`src/rtl/mpt_pkg.sv`:
```
// Shared types and constants for the page-table-walk request arbiter.
package mpt_pkg;

    localparam int unsigned MAX_OUTSTANDING_DEF = 4;

    typedef enum logic {
        IDLE = 1'b0,
        HOLD = 1'b1
    } arb_state_e;

    // Index width for n requesters, never narrower than one bit.
    function automatic int unsigned id_width(input int unsigned n);
        return (n > 1) ? $clog2(n) : 1;
    endfunction

endpackage

```
`src/rtl/mptw_rr_pick.sv`:
```
// Combinational round-robin pick: first valid index at or above ptr, wrapping.
module mptw_rr_pick import mpt_pkg::*; #(
    parameter int unsigned NUM_REQ = 4,
    parameter int unsigned ID_W    = id_width(NUM_REQ)
) (
    input  logic [NUM_REQ-1:0] valid_i,
    input  logic [ID_W-1:0]    ptr_i,
    output logic               found_o,
    output logic [ID_W-1:0]    idx_o
);

    logic [NUM_REQ-1:0] shifted;
    int unsigned        pos;

    // Scan NUM_REQ candidate positions starting at ptr; the first hit wins.
    always_comb begin
        found_o = 1'b0;
        idx_o   = '0;
        shifted = '0;
        pos     = 0;
        for (int unsigned k = 0; k < NUM_REQ; k++) begin
            pos = int'(ptr_i) + k;
            if (pos >= NUM_REQ) begin
                pos = pos - NUM_REQ;
            end
            shifted = valid_i >> pos;
            if (!found_o && shifted[0]) begin
                found_o = 1'b1;
                idx_o   = ID_W'(pos);
            end
        end
    end

endmodule

```
`src/rtl/mptw_arbiter.sv`:
```
// Round-robin arbiter of page-table-walk requests into one registered
// output entry, with an outstanding-walk limit and pipeline flush.
module mptw_arbiter import mpt_pkg::*; #(
    parameter  int unsigned NUM_REQ         = 4,
    parameter  int unsigned DATA_WIDTH      = 32,
    parameter  int unsigned MAX_OUTSTANDING = MAX_OUTSTANDING_DEF,
    localparam int unsigned ID_W            = id_width(NUM_REQ)
) (
    input  logic                          clk_i,
    input  logic                          rst_ni,
    input  logic [NUM_REQ-1:0]            req_valid_i,
    output logic [NUM_REQ-1:0]            req_ready_o,
    input  logic [NUM_REQ*DATA_WIDTH-1:0] req_data_i,
    output logic                          arb_valid_o,
    input  logic                          arb_ready_i,
    output logic [DATA_WIDTH-1:0]         arb_data_o,
    output logic [ID_W-1:0]               arb_id_o,
    input  logic                          done_i,
    input  logic                          flush_i,
    output logic                          busy_o
);

    localparam int unsigned CNT_W = $clog2(MAX_OUTSTANDING + 1);

    arb_state_e            state_q;
    logic [ID_W-1:0]       ptr_q;
    logic [CNT_W-1:0]      cnt_q;

    logic                  pick_found;
    logic [ID_W-1:0]       pick_idx;
    logic                  handshake;
    logic                  entry_free;
    logic                  done_eff;
    logic                  grant;
    logic [DATA_WIDTH-1:0] pick_data;

    mptw_rr_pick #(
        .NUM_REQ (NUM_REQ),
        .ID_W    (ID_W)
    ) u_rr_pick (
        .valid_i (req_valid_i),
        .ptr_i   (ptr_q),
        .found_o (pick_found),
        .idx_o   (pick_idx)
    );

    // Grant qualification; done_i at cnt 0 is ignored so it cannot open a slot.
    always_comb begin
        handshake   = arb_valid_o && arb_ready_i;
        entry_free  = (state_q == IDLE) || handshake;
        done_eff    = done_i && (cnt_q != '0);
        grant       = rst_ni && entry_free && !flush_i && pick_found &&
                      ((cnt_q - CNT_W'(done_eff)) < CNT_W'(MAX_OUTSTANDING));
        req_ready_o = grant ? (NUM_REQ'(1) << pick_idx) : '0;
        pick_data   = DATA_WIDTH'(req_data_i >> (int'(pick_idx) * DATA_WIDTH));
        busy_o      = arb_valid_o || (cnt_q != '0);
    end

    // Output entry FSM; flush empties the entry regardless of handshake.
    always_ff @(posedge clk_i or negedge rst_ni) begin
        if (!rst_ni) begin
            state_q     <= IDLE;
            arb_valid_o <= 1'b0;
            arb_data_o  <= '0;
            arb_id_o    <= '0;
        end else if (flush_i) begin
            state_q     <= IDLE;
            arb_valid_o <= 1'b0;
            arb_data_o  <= '0;
            arb_id_o    <= '0;
        end else begin
            case (state_q)
                IDLE: begin
                    if (grant) begin
                        state_q     <= HOLD;
                        arb_valid_o <= 1'b1;
                        arb_data_o  <= pick_data;
                        arb_id_o    <= pick_idx;
                    end
                end
                HOLD: begin
                    if (grant) begin
                        arb_data_o <= pick_data;
                        arb_id_o   <= pick_idx;
                    end else if (handshake) begin
                        state_q     <= IDLE;
                        arb_valid_o <= 1'b0;
                    end
                end
                default: begin
                    state_q     <= IDLE;
                    arb_valid_o <= 1'b0;
                end
            endcase
        end
    end

    // Outstanding-walk counter and round-robin pointer; flush keeps the pointer.
    always_ff @(posedge clk_i or negedge rst_ni) begin
        if (!rst_ni) begin
            cnt_q <= '0;
            ptr_q <= '0;
        end else if (flush_i) begin
            cnt_q <= '0;
        end else begin
            if (grant && !done_eff) begin
                cnt_q <= cnt_q + CNT_W'(1);
            end else if (!grant && done_eff) begin
                cnt_q <= cnt_q - CNT_W'(1);
            end
            if (grant) begin
                ptr_q <= (pick_idx == ID_W'(NUM_REQ - 1)) ? '0 : pick_idx + ID_W'(1);
            end
        end
    end

endmodule

```
`config.mk`:
```
export PLATFORM = sky130hd
export DESIGN_NAME = mptw_arbiter
export DESIGN_NICKNAME = d
export VERILOG_FILES = /design/src/rtl/mpt_pkg.sv /design/src/rtl/mptw_rr_pick.sv /design/src/rtl/mptw_arbiter.sv
export SDC_FILE = /design/constraint.sdc
export NUM_CORES = 1
export LEC_CHECK = 0
export ABC_AREA = 1
export BUFFER_PORTS_ARGS = -buffer_cell sky130_fd_sc_hd__buf_2
export CAP_MARGIN = 30
export CORE_ASPECT_RATIO = 1.25
export CORE_MARGIN = 2
export CORE_UTILIZATION = 45
export DETAILED_ROUTE_END_ITERATION = 7
export MAX_ROUTING_LAYER = met4
export PLACE_DENSITY = 0.81
export SLEW_MARGIN = 15
export SYNTH_ARGS = -nofsm -noshare
export SYNTH_HDL_FRONTEND = slang
export SYNTH_SLANG_ARGS = --single-unit
```
`constraint.sdc`:
```
create_clock -name clk_i -period 2.78 [get_ports clk_i]
set_input_delay 0.417 -clock clk_i [delete_from_list [all_inputs] [get_ports clk_i]]
set_output_delay 0.417 -clock clk_i [all_outputs]
set_load 0.01 [all_outputs]
```
# Yosys cells after proc, flatten, opt, wreduce, memory -nomap -nowiden
# Cells that the tools add are included.
dict set report totals {
  regBits 41
  latchBits 0
  ram_bits 0
  rom_bits 0
  input_bits 137
  output_inout_bits 40
  elab_cells 89
  memories 0
}
dict set report classes {
  n_addsub 11
  n_mul 0
  div 0
  magnitude_cmp 5
  n_eq_ne 4
  shift 6
  n_mux 31
  bitwise 2
  n_reduce_logical 24
}
# cell n
set op_table {}
lappend op_table {{$mux 32} 6}
lappend op_table {{$shr 128x7->32} 1}
lappend op_table {{$shr 4x32->1} 4}
lappend op_table {{$ge 32x3->1 const B} 3}
lappend op_table {{$sub 32x3->32 const B} 3}
lappend op_table {{$mux 2} 7}
lappend op_table {{$mux 1} 12}
lappend op_table {{$logic_and 1x1->1} 11}
lappend op_table {{$mux 3} 3}
lappend op_table {{$add 2x2->3 const B} 2}
lappend op_table {{$logic_not 1->1} 6}
lappend op_table {{$ne 3x3->1 const B} 2}
lappend op_table {{$reduce_bool 3->1} 2}
lappend op_table {{$mux 4} 1}
lappend op_table {{$pmux 1 s2} 2}
lappend op_table {{$shl 1x2->4 const A} 1}
lappend op_table {{$sub 2x3->4 const B} 1}
lappend op_table {{$add 2x1->3 const B} 1}
lappend op_table {{$add 3x1->3 const B} 1}
lappend op_table {{$ge 2x3->1 const B} 1}
lappend op_table {{$lt 3x3->1 const B} 1}
lappend op_table {{$ne 3x2->1 const B} 1}
lappend op_table {{$reduce_and 3->1} 1}
lappend op_table {{$sub 3x1->3} 1}
lappend op_table {{other kinds (7)} 9}

# Depth between registers and ports, before layout
# Gate-level depths: netlist (run 1).
dict set report depth {
  ltp_word 20
  depth_mapped 15
  mapped_depth_nobuf 13
}

# Modules after synthesis
# A second synthesis (run 1) with hierarchy kept.
dict set report unflattened {
  cells_unflattened 445
  area_unflattened_um2 3035.4
}
# mod n_inst cells_per_inst area_per_inst_um2 seq_area_each_um2
set modules_own_cells {}
lappend modules_own_cells {mptw_arbiter 1 391 2683.8 1026.0}
lappend modules_own_cells {mptw_rr_pick 1 54 351.6 0.0}

# Worst setup path before layout (run 1)
# No wires, ideal clock.
dict set report synth_timing {
  path_type {reg2out}
  from {reg ptr_q[0]}
  to {out req_ready_o[2]}
  arrival_ps 2021
  required_ps 2363
  path_slack_ps 342
  path_stages_with_launch 14
  path_buffers 1
  cell_sequence {dfrtp_1 -> inv_2 -> ha_1 -> inv_1 -> nand3_1 -> nand2_1 -> nand2_1 -> o21ai_1 -> nand2_1 -> nand2_2 -> buf_2 -> ha_1 -> inv_1 -> nor2_1}
}
dict set report synth_via {
  elab_chain_len 16
  word_cells_on_any_way 37
  classes_between {7 x add/sub; 4 x order compare; 5 x shift; 13 x mux; 8 x reduce/logical}
}
# element line
set synth_rtl {}
lappend synth_rtl {{from (decl)} mptw_arbiter.sv:26} ;# logic [ID_W-1:0] ptr_q;
lappend synth_rtl {{from (signal assigned)} mptw_arbiter.sv:112} ;# ptr_q <= (pick_idx == ID_W'(NUM_REQ - 1)) ? '0 : pick_idx + ID_W'(1);
lappend synth_rtl {{parallel branches: the longest is 15 deep, another holds $sub 32x3->32} -}
lappend synth_rtl {{$mux 4 *} mptw_arbiter.sv:54} ;# req_ready_o = grant ? (NUM_REQ'(1) << pick_idx) : '0;
lappend synth_rtl {{to (decl)} mptw_arbiter.sv:12} ;# output logic [NUM_REQ-1:0] req_ready_o,
# Mark *: on every way between the ends.

# Final worst setup path (run 1)
dict set report layout_timing {
  from {reg ptr_q[0]}
  to {out req_ready_o[0]}
}
# Same word-level chain as after synthesis.

==> metrics.csv, run 1 <==
metric,value,unit
Die Area,0.00784,mm2
net switching power,3.59,mW
Async SR Flop Fraction,1.00,
Site Rows,34,
TritonCTS sink count,41,
area of the multi-input gates,0.00190,mm2
outcome,finished clean,
IO Count,177,
critical path cell sequence,"inv_4, ha_4, inv_2, nand3_1, nand2_1, nand2_2, o21ai_1, nand2_1, nand2_4, inv_2, ha_1, inv_1, nor2_1, buf_2",
Peak VDD IR,1.43,mV
first-pass iteration count of the detailed router,5,
Slew Limit Headroom,0.549,
clock transition at the registers of the reported paths,80,ps
setup_tns,0,ps
Mapped Cells,480,
number of global-route vias before repair,3615,
Post-DP HPWL,7550,um
Worst-Skew Late Latency,290,ps
GRT Residual Overflow,0,
Util after Layout,0.607,
Final ANT Viol Nets,0,
Final Setup Violations,0,
Fmax,384,MHz
nets,782,
number of cells on the critical path,14,
CP max stage delay,430,ps
ranking of synthesized cells by area,"dfrtp_1 32%, nand2_1 19%, nand3_1 17%",
most frequent cells in the layout,"176 x buf_2, 157 x nand2_1, 111 x nand3_1",
Synth top area share,0.319,
Register Area,0.00103,mm2
clock share of power,0.063,
vias post-DR,4089,
largest net degree at the start of global routing,65,
first-pass GRT wire length,16600,um
max-slew violations,0,
CTS H-tree depth,2,
register bit total from synthesis,41,
Setup crit start,ptr_q[0]$_DFFE_PN0P_,
R2R Path End,arb_data_o[26]$_DFFE_PN0P_,
CP Capture Type,primary output,
synthesis-to-finish area growth,30.9,%
Mapped Nets,625,
final instance area,0.00421,mm2
initial antenna violation count,0,
core area,0.00693,mm2
RSZ-0062 raised after global routing,false,
fin crit share,0.938,
clk root buf,clkbuf_8,
Die Wd,79.6,um
dpl cells,717,
max_cap viols,0,
Worst Path Max Fanout,8,
"most common cell after layout, fill and taps aside",buf_2,
Routed WL per cell,14.6,um
post-synthesis cell area,0.00322,mm2
layout cells sized above 1,0.342,
internal power,2.75,mW
Yosys warning count,0,
r2r startpoint,ptr_q[1]$_DFFE_PN0P_,
Worst-Margin Slew,677,ps
Leak,2.42,nW
number of diodes,0,
PwrDens,1510,mW/mm2
count of flip-flops with a built-in enable after synthesis,0,
sequential share of power,0.169,
Slowest cell on crit path,dfrtp_2,
DP Area,0.00407,mm2
CTS Buf Count,5,
largest area contributor in the netlist,dfrtp_1,
sequential share of the synthesized area,0.319,
Worst Hold Class,in -> async,
Reg2Reg Depth,13,
CP top delay family,simple AND/OR/NAND/NOR gates,
Longest Clk Path Bufs,2,
Port-buffer cells,176,
Die Y,98.5,um
crit path time final,2610,ps
CP endpoint,req_ready_o[0],
final WL,10600,um
Non-Filler Instances,727,
DR vias/cell,5.62,
TritonCTS clock tree,done,
Yosys cell types,27,
sw frac,0.566,
Main synth FF type,dfrtp_1,
Fillers,670,
Global Route Usage Sum,0.270,
Logic pwr share,0.768,
DR DRC count,0,
CP Launch Type,register,
DR iter-0 viols,212,
final hold violations,0,
initial core utilization,0.464,
worst reg-to-reg setup slack,420,ps
Placer Congestion,0.929,
syn_area_per_cell,6.70,um2
Setup CP Type,reg -> out,
# hold bufs at CTS,0,
worst clock skew,9.09,ps
"Data arrival, critical path",2190,ps
Worst Path Buf+Inv,5,
"Req. time, crit path",2360,ps
## layout make-up
cell class / count / area share
clock buffers: 7 / 0.0205
inverters: 24 / 0.0220
multi-input cells: 374 / 0.451
flip-flops and latches: 41 / 0.244
well taps: 90 / 0.0267
repair buffers: 191 / 0.236
## worst min-delay path by stage
| stage | end | cells after the start | startpoint |
|---|---|---|---|
| 3_5_place_dp | arb_valid_o$_DFFE_PN0P_ | 1 | state_q$_DFF_PN0_ |
| 6_report | arb_data_o[29]$_DFFE_PN0P_ | 2 | rst_ni |
| 4_1_cts | cnt_q[1]$_DFFE_PN0P_ | 2 | rst_ni |
| 3_3_place_gp | arb_valid_o$_DFFE_PN0P_ | 1 | state_q$_DFF_PN0_ |
| 5_1_grt | cnt_q[1]$_DFFE_PN0P_ | 2 | rst_ni |
| 2_1_floorplan | arb_data_o[0]$_DFFE_PN0P_ | 0 | rst_ni |
## layer usage
layer / part of all wire / up-vias / global-route usage
li1: - / 1959 / -
met1: 0.40 / 1911 / 0.333
met3: 0.078 / 19 / 0.0467
met5: 0 / - / -
met2: 0.50 / 200 / 0.451
met4: 0.017 / 0 / 0.0809
## sequential cells by signal, summed over array words and instances (netlist names)
register	cells
arb_valid_o	1
state_q	1
cnt_q	3
arb_id_o	2
ptr_q	2
arb_data_o	32
## Yosys cell counts, types with 2 or more instances
cell type / n
o21ai_0: 6
nand2_1: 160
buf_2: 33
nand4_1: 66
nand2_2: 3
nand3_2: 2
inv_1: 19
o21ai_1: 2
ha_1: 7
buf_6: 4
dfrtp_1: 41
inv_2: 5
nor2_1: 6
buf_4: 2
nand3_1: 111
a21oi_1: 2
## cell families after synthesis
logic type      Yosys count  share of synthesized area
flops                    41                      0.319
simple gates            353                      0.524
fa+ha+maj                 8                     0.0335
buf+inv                  65                      0.102
compound gates           13                     0.0218
## power groups by stage
stage / combinational, mW / sequential (mW) / clock (mW)
after floorplan: 3.56 / 1.19 / 0
after global placement: 4.56 / 1.09 / 0
after detailed placement: 4.68 / 1.09 / 0
after CTS: 4.76 / 1.07 / 0.408
after global routing: 5.42 / 1.11 / 0.428
final: 4.87 / 1.07 / 0.397
## what timing repair did
item,4_1_cts,5_1_grt
buffers inserted,2,1
hold endpoints to repair,0,0
resized for setup,4,7
pin swaps,0,3
endpoints found under the setup margin,4,4
## through the flow
step / setup slack (ps) / hold slack [ps] / power [mW]
6_report: 173 / 224 / 6.34
5_1_grt: 0.424 / 264 / 6.96
4_1_cts: 18.1 / 232 / 6.23
3_5_place_dp: 132 / 451 / 5.77
3_3_place_gp: 281 / 443 / 5.65
2_1_floorplan: 342 / 121 / 4.75
No activity file was read; power rests on OpenSTA's default activity.
==> run 2: changes to the inputs <==
- PLACE_DENSITY: 0.81 -> 0.82
- SYNTH_HIERARCHICAL: default -> 1
==> metrics.csv, run 2 <==
metric,value,unit,change
Global Route Usage Sum,0.285,,+0.0148
nets,773,,-1.2%
Worst-Margin Slew,529,ps,-148 ps
Final Setup Violations,0,,unchanged
final WL,10200,um,-3.7%
Leak,2.39,nW,-1.2%
Routed WL per cell,14.3,um,-2.5%
IO Count,177,,unchanged
CTS H-tree depth,2,,unchanged
Die Wd,77.5,um,-2.7%
internal power,3.02,mW,+9.7%
Logic pwr share,0.750,,-0.018
worst clock skew,5.37,ps,-3.72 ps
max_cap viols,0,,unchanged
number of global-route vias before repair,3504,,-3.1%
ranking of synthesized cells by area,"dfrtp_1 34%, nand2_1 11%, o21ai_0 11%",,
Die Y,95.8,um,-2.7%
Port-buffer cells,176,,unchanged
Placer Congestion,0.885,,-4.7%
Post-DP HPWL,7560,um,+0.13%
layout cells sized above 1,0.404,,+0.0616
Regs by FF count,"arb_data_o x32, cnt_q x3",,
DR DRC count,0,,unchanged
largest area contributor in the netlist,dfrtp_1,,
GRT Residual Overflow,0,,unchanged
Synth top area share,0.338,,+0.0189
synthesis-to-finish area growth,42.5,%,
post-synthesis cell area,0.00304,mm2,-5.6%
clock transition at the registers of the reported paths,80,ps,about the same
Fin Hold WS,209,ps,-14.6 ps
Peak VDD IR,0.950,mV,-33%
DP Area,0.00400,mm2,-1.7%
count of flip-flops with a built-in enable after synthesis,0,,unchanged
Main synth FF type,dfrtp_1,,
"Data arrival, critical path",2280,ps,+90 ps
Most Crowded Layer GR,met2,,
max FFs per register,32,,unchanged
Yosys warning count,6,,+6
met1 Usage GRT,0.349,,+0.0164
GR Layer Usage met3,0.0563,,+0.00958
initial antenna violation count,2,,+2
Mapped Cells,445,,-7.3%
Worst-Skew Late Latency,300,ps,about the same
clk root buf,clkbuf_8,,
worst reg-to-reg setup slack,290,ps,-130 ps
Worst Hold Class,in -> async,,
sw frac,0.515,,-0.0513
core area,0.00657,mm2,-5.3%
largest net degree at the start of global routing,45,,-31%
CTS Buf Count,5,,unchanged
Post-Place Setup Slack,125,ps,-7.04 ps
Site Rows,33,,-2.9%
DR vias/cell,5.31,,-5.6%
vias post-DR,3814,,-6.7%
DR iter-0 viols,269,,+27%
max-slew violations,0,,unchanged
met2 Track Usage GR,0.475,,+0.0234
Fmax,371,MHz,-3.2%
first-pass GRT wire length,16200,um,-2.4%
PwrDens,1440,mW/mm2,-4.4%
Mapped Nets,590,,-5.6%
most frequent cells in the layout,"176 x buf_2, 90 x nand2_1, 72 x nor2_1",,
TritonCTS sink count,41,,unchanged
first-pass iteration count of the detailed router,5,,unchanged
net switching power,3.20,mW,-11%
CP Capture Type,primary output,,
Worst Path Max Fanout,6,,-2
Yosys cell types,31,,+15%
final instance area,0.00432,mm2,+2.7%
final hold violations,0,,unchanged
"Req. time, crit path",2360,ps,about the same
sequential share of the synthesized area,0.338,,+0.0189
Final Worst Setup Slack,87.5,ps,-85.4 ps
Slew Limit Headroom,0.647,,+0.0984
dpl cells,691,,-3.6%
Die Area,0.00742,mm2,-5.4%
"most common cell after layout, fill and taps aside",buf_2,,
crit path time final,2690,ps,+85.4 ps
"Most flops, register",arb_data_o,,
CP Launch Type,register,,
outcome,finished clean,,
initial core utilization,0.462,,-0.00137
Power Total,6.22,mW,-1.9%
commonest cells in the netlist,"91 x nand2_1, 74 x nor2_1, 66 x o21ai_0",,
# hold bufs at CTS,0,,unchanged
top-count cell post-synth,nand2_1,,
Setup CP Type,reg -> out,,
fin crit share,0.969,,+0.0307
Async SR Flop Fraction,1.00,,unchanged
Longest Clk Path Bufs,2,,unchanged
syn_area_per_cell,6.82,um2,+1.8%
TritonCTS clock tree,done,,
Non-Filler Instances,718,,-1.2%
sequential share of power,0.168,,about the same
register bit total from synthesis,41,,unchanged
Final ANT Viol Nets,0,,unchanged
clock share of power,0.082,,+0.019
==> run 2: cell count changes after synthesis, sizes merged, moves of 13 or more <==
cell	before	now
buf	39	16
o21ai	8	69
o22ai	1	32
clkbuf	2	15
nand3	114	50
nor2	7	77
nand2	164	102
nand4	66	3
==> run 2: through the flow <==
stage,TNS [ps],util
2_1_floorplan,0,-
3_3_place_gp,0,0.609
3_5_place_dp,0,0.609
4_1_cts,0,0.633
5_1_grt,-43.9,0.659
6_report,0,0.659
==> run 2: worst paths after layout <==
kind                                                  end  depth (start not counted)                  from
worst max-delay path                       req_ready_o[2]                         13  ptr_q[1]$_DFFE_PN0P_
worst min-delay path            arb_data_o[0]$_DFFE_PN0P_                          2                rst_ni
worst max register to register  arb_data_o[0]$_DFFE_PN0P_                         15  ptr_q[0]$_DFFE_PN0P_
worst min register to register    arb_valid_o$_DFFE_PN0P_                          1     state_q$_DFF_PN0_
max in group asynchronous            ptr_q[1]$_DFFE_PN0P_                          2                rst_ni
min in group clk_i                arb_valid_o$_DFFE_PN0P_                          2               flush_i
==> run 2: power groups by stage <==
stage	Clock [mW]	Combinational (mW)	Sequential, mW
after CTS	0.512	4.21	1.04
after detailed placement	0	4.11	1.05
final	0.513	4.67	1.04
after global routing	0.542	5.22	1.08
after global placement	0	3.99	1.05
after floorplan	0	2.89	1.14
==> run 2: metal layers <==
metal / vias to the layer above / routed length (um)
met5: - / 0
met3: 20 / 842
met1: 1751 / 4130
li1: 1858 / -
met2: 185 / 5080
met4: 0 / 191
==> run 2: cell families (layout without fill, tap and decap cells) <==
group                    count (synthesis)  after routing  share of synthesized area
buffers and inverters                   55            239                     0.0833
adder cells (fa/ha/maj)                  8              8                     0.0354
AND/OR/NAND/NOR                        234            234                      0.350
other                                    0              2                          0
flip-flops                              41             41                      0.338
AO/OA/AOI/OAI                          107            107                      0.193
==> run 2: critical path: stages (launching register included) <==
cell     delay (ps)
dfrtp_2         420
buf_4           160
ha_1            190
nor2_1          100
nand3_1         110
nand2_2         110
inv_2            60
nand4_1         140
nand3_4         140
buf_6           150
ha_1            170
inv_2            50
nor2_2           20
buf_2           130
==> run 2: what timing repair did <==
action	in CTS	in global routing
hold endpoints to repair	0	0
setup endpoints to repair	4	5
resized for setup	5	17
pin swaps	1	9
buffers inserted	4	13
==> run 2: cell type report <==
| class | count | area, um2 |
|---|---|---|
| clock inverter | 2 | 37.5 |
| sequential | 41 | 1030 |
| fill | 557 | 2240 |
| inverter | 24 | 100 |
| clock buffer | 6 | 82.6 |
| timing repair buffer | 207 | 1140 |
| tap | 87 | 109 |
| multi-input combinational | 349 | 1820 |
| antenna | 2 | 5.00 |
==> run 3: changes to the inputs <==
- REMOVE_ABC_BUFFERS: default -> 1
- SLEW_MARGIN: 15 -> 10
==> metrics.csv, run 3 (synthesis gave the netlist of run 2 again) <==
metric,value,unit,change
outcome,finished clean,,
Peak VDD IR,0.689,mV,-27%
Final Setup Violations,0,,unchanged
Power Total,6.01,mW,-3.4%
CTS H-tree depth,2,,unchanged
Most Crowded Layer GR,met2,,
Fillers,588,,+5.6%
first-pass iteration count of the detailed router,5,,unchanged
"Data arrival, critical path",2360,ps,+80 ps
number of global-route vias before repair,3449,,-1.6%
Port-buffer cells,176,,unchanged
final WL,9820,um,-4.0%
critical path cell sequence,"buf_4, ha_1, nor2_1, nand3_1, nand2_2, inv_1, nand4_1, nand3_2, buf_4, ha_2, inv_1, nor2_1, buf_2",,
largest net degree at the start of global routing,45,,unchanged
net switching power,3.14,mW,-1.9%
crit path time final,2780,ps,+85.6 ps
sw frac,0.523,,+0.00796
internal power,2.87,mW,-5.0%
# hold bufs at CTS,0,,unchanged
max FFs per register,32,,unchanged
Slew Limit Headroom,0.637,,-0.00997
DR iter-0 viols,261,,-3.0%
worst clock skew,6.81,ps,+1.44 ps
TritonCTS sink count,41,,unchanged
clk root buf,clkbuf_8,,
Final ANT Viol Nets,0,,unchanged
Placer Congestion,0.906,,+2.3%
CP top delay family,simple AND/OR/NAND/NOR gates,,
Die Wd,77.5,um,unchanged
RSZ-0062 raised after global routing,true,,
max_cap viols,0,,unchanged
Routed WL per cell,13.8,um,-3.5%
Slowest cell on crit path,dfrtp_2,,
DR vias/cell,5.31,,-0.13%
CP Launch Type,register,,
most frequent cells in the layout,"176 x buf_2, 89 x nand2_1, 74 x nor2_1",,
Site Rows,33,,unchanged
CP Capture Type,primary output,,
vias post-DR,3788,,-0.68%
met2 Track Usage GR,0.459,,-0.0159
Die Area,0.00742,mm2,unchanged
Global Route Usage Sum,0.255,,-0.0301
first-pass GRT wire length,15000,um,-7.5%
Setup CP Type,reg -> out,,
GRT Residual Overflow,0,,unchanged
number of diodes,0,,-2
met1 Usage GRT,0.295,,-0.0539
"Req. time, crit path",2360,ps,about the same
max-slew violations,0,,unchanged
Die Y,95.8,um,unchanged
Worst Path Max Fanout,5,,-1
Longest Clk Path Bufs,2,,unchanged
Fmax,360,MHz,-3.1%
clock share of power,0.072,,-0.010
nets,771,,-0.26%
Logic pwr share,0.755,,+0.005
PwrDens,1410,mW/mm2,-1.9%
synthesis-to-finish area growth,40.3,%,
sequential share of power,0.173,,+0.005
final instance area,0.00426,mm2,-1.5%
Worst-Skew Late Latency,290,ps,about the same
TritonCTS clock tree,done,,
CP max stage delay,440,ps,+20 ps
CTS Buf Count,5,,unchanged
"Most flops, register",arb_data_o,,
final hold violations,0,,unchanged
"most common cell after layout, fill and taps aside",buf_2,,
Worst-Margin Slew,544,ps,+15.0 ps
fin crit share,0.999,,+0.0308
initial antenna violation count,0,,-2
initial core utilization,0.462,,unchanged
dpl cells,691,,unchanged
Leak,2.37,nW,-0.86%
clock transition at the registers of the reported paths,80,ps,about the same
GR Layer Usage met3,0.0375,,-0.0188
Worst Hold Class,in -> async,,
Fin Hold WS,229,ps,+20.2 ps
DR DRC count,0,,unchanged
layout cells sized above 1,0.399,,-0.00509
Post-DP HPWL,6790,um,-10%
Worst Path Buf+Inv,5,,unchanged
Non-Filler Instances,714,,-0.56%
IO Count,177,,unchanged
core area,0.00657,mm2,unchanged
Regs by FF count,"arb_data_o x32, cnt_q x3",,
DP Area,0.00400,mm2,unchanged
[run 3: changes by cell type in the layout (fill, tap and decap cells not counted), sizes merged]
cell      before  now
clkbuf         6    7
buf          207  205
clkinvlp       1    0
diode          2    0
bufinv         1    0
clkinv         0    1
[run 3: power groups by stage]
stage               clock, mW  combinational (mW)  sequential, mW
finish                  0.431                4.54            1.04
global route            0.474                5.04            1.08
CTS                     0.439                4.12            1.03
detailed placement          0                4.08            1.04
global placement            0                3.94            1.04
floorplan                   0                2.61            1.16
[run 3: cell type report]
cell class	count	area (um2)	area share
multi-input cells	349	1800	0.424
flip-flops and latches	41	1030	0.242
clock inverters	1	5.00	0.00118
inverters	24	100	0.0235
clock buffers	7	96.3	0.0226
well taps	87	109	0.0256
repair buffers	205	1110	0.262
[run 3: layer usage]
metal / up-vias / share of wire
li1: 1848 / -
met1: 1713 / 0.41
met2: 195 / 0.50
met3: 32 / 0.062
met4: 0 / 0.028
met5: - / 0
[run 3: repair_timing]
action                                  in CTS  in global routing
pin swaps                                    0                  8
setup buffers                                1                 14
endpoints found under the setup margin       4                  4
resized for setup                            4                 11
[run 3: worst reg2reg max path, cell delays in order, from the launching register on]
cell and delay (ps):
dfrtp_2 440, buf_4 170, ha_1 180, nor2_1 110
nand3_1 120, nand2_2 100, inv_1 80, nand3b_1 80
inv_1 60, nor2_4 160, nand4_2 190, inv_1 110
fa_1 400, nor2_1 100, nand2_1 50, o21ai_1 80
[run 3: metrics by stage]
stage               setup TNS (ps)  setup slack, ps   util
global placement                 0              292  0.609
floorplan                   -63660            -2010      -
CTS                              0             16.3  0.626
finish                           0             1.88  0.649
detailed placement               0              131  0.609
global route                  -296             -104  0.649
[run 3: path summary, 6_finish.rpt]
kind | from | end | slack, ps | cells after the start
worst max-delay path | ptr_q[1]$_DFFE_PN0P_ | req_ready_o[3] | 2 | 13
worst min-delay path | rst_ni | arb_data_o[14]$_DFFE_PN0P_ | 230 | 2
worst max register to register | ptr_q[1]$_DFFE_PN0P_ | cnt_q[1]$_DFFE_PN0P_ | 270 | 15
worst min register to register | state_q$_DFF_PN0_ | arb_valid_o$_DFFE_PN0P_ | 490 | 1
max in group asynchronous | rst_ni | ptr_q[1]$_DFFE_PN0P_ | 2140 | 2
min in group clk_i | flush_i | arb_valid_o$_DFFE_PN0P_ | 370 | 2
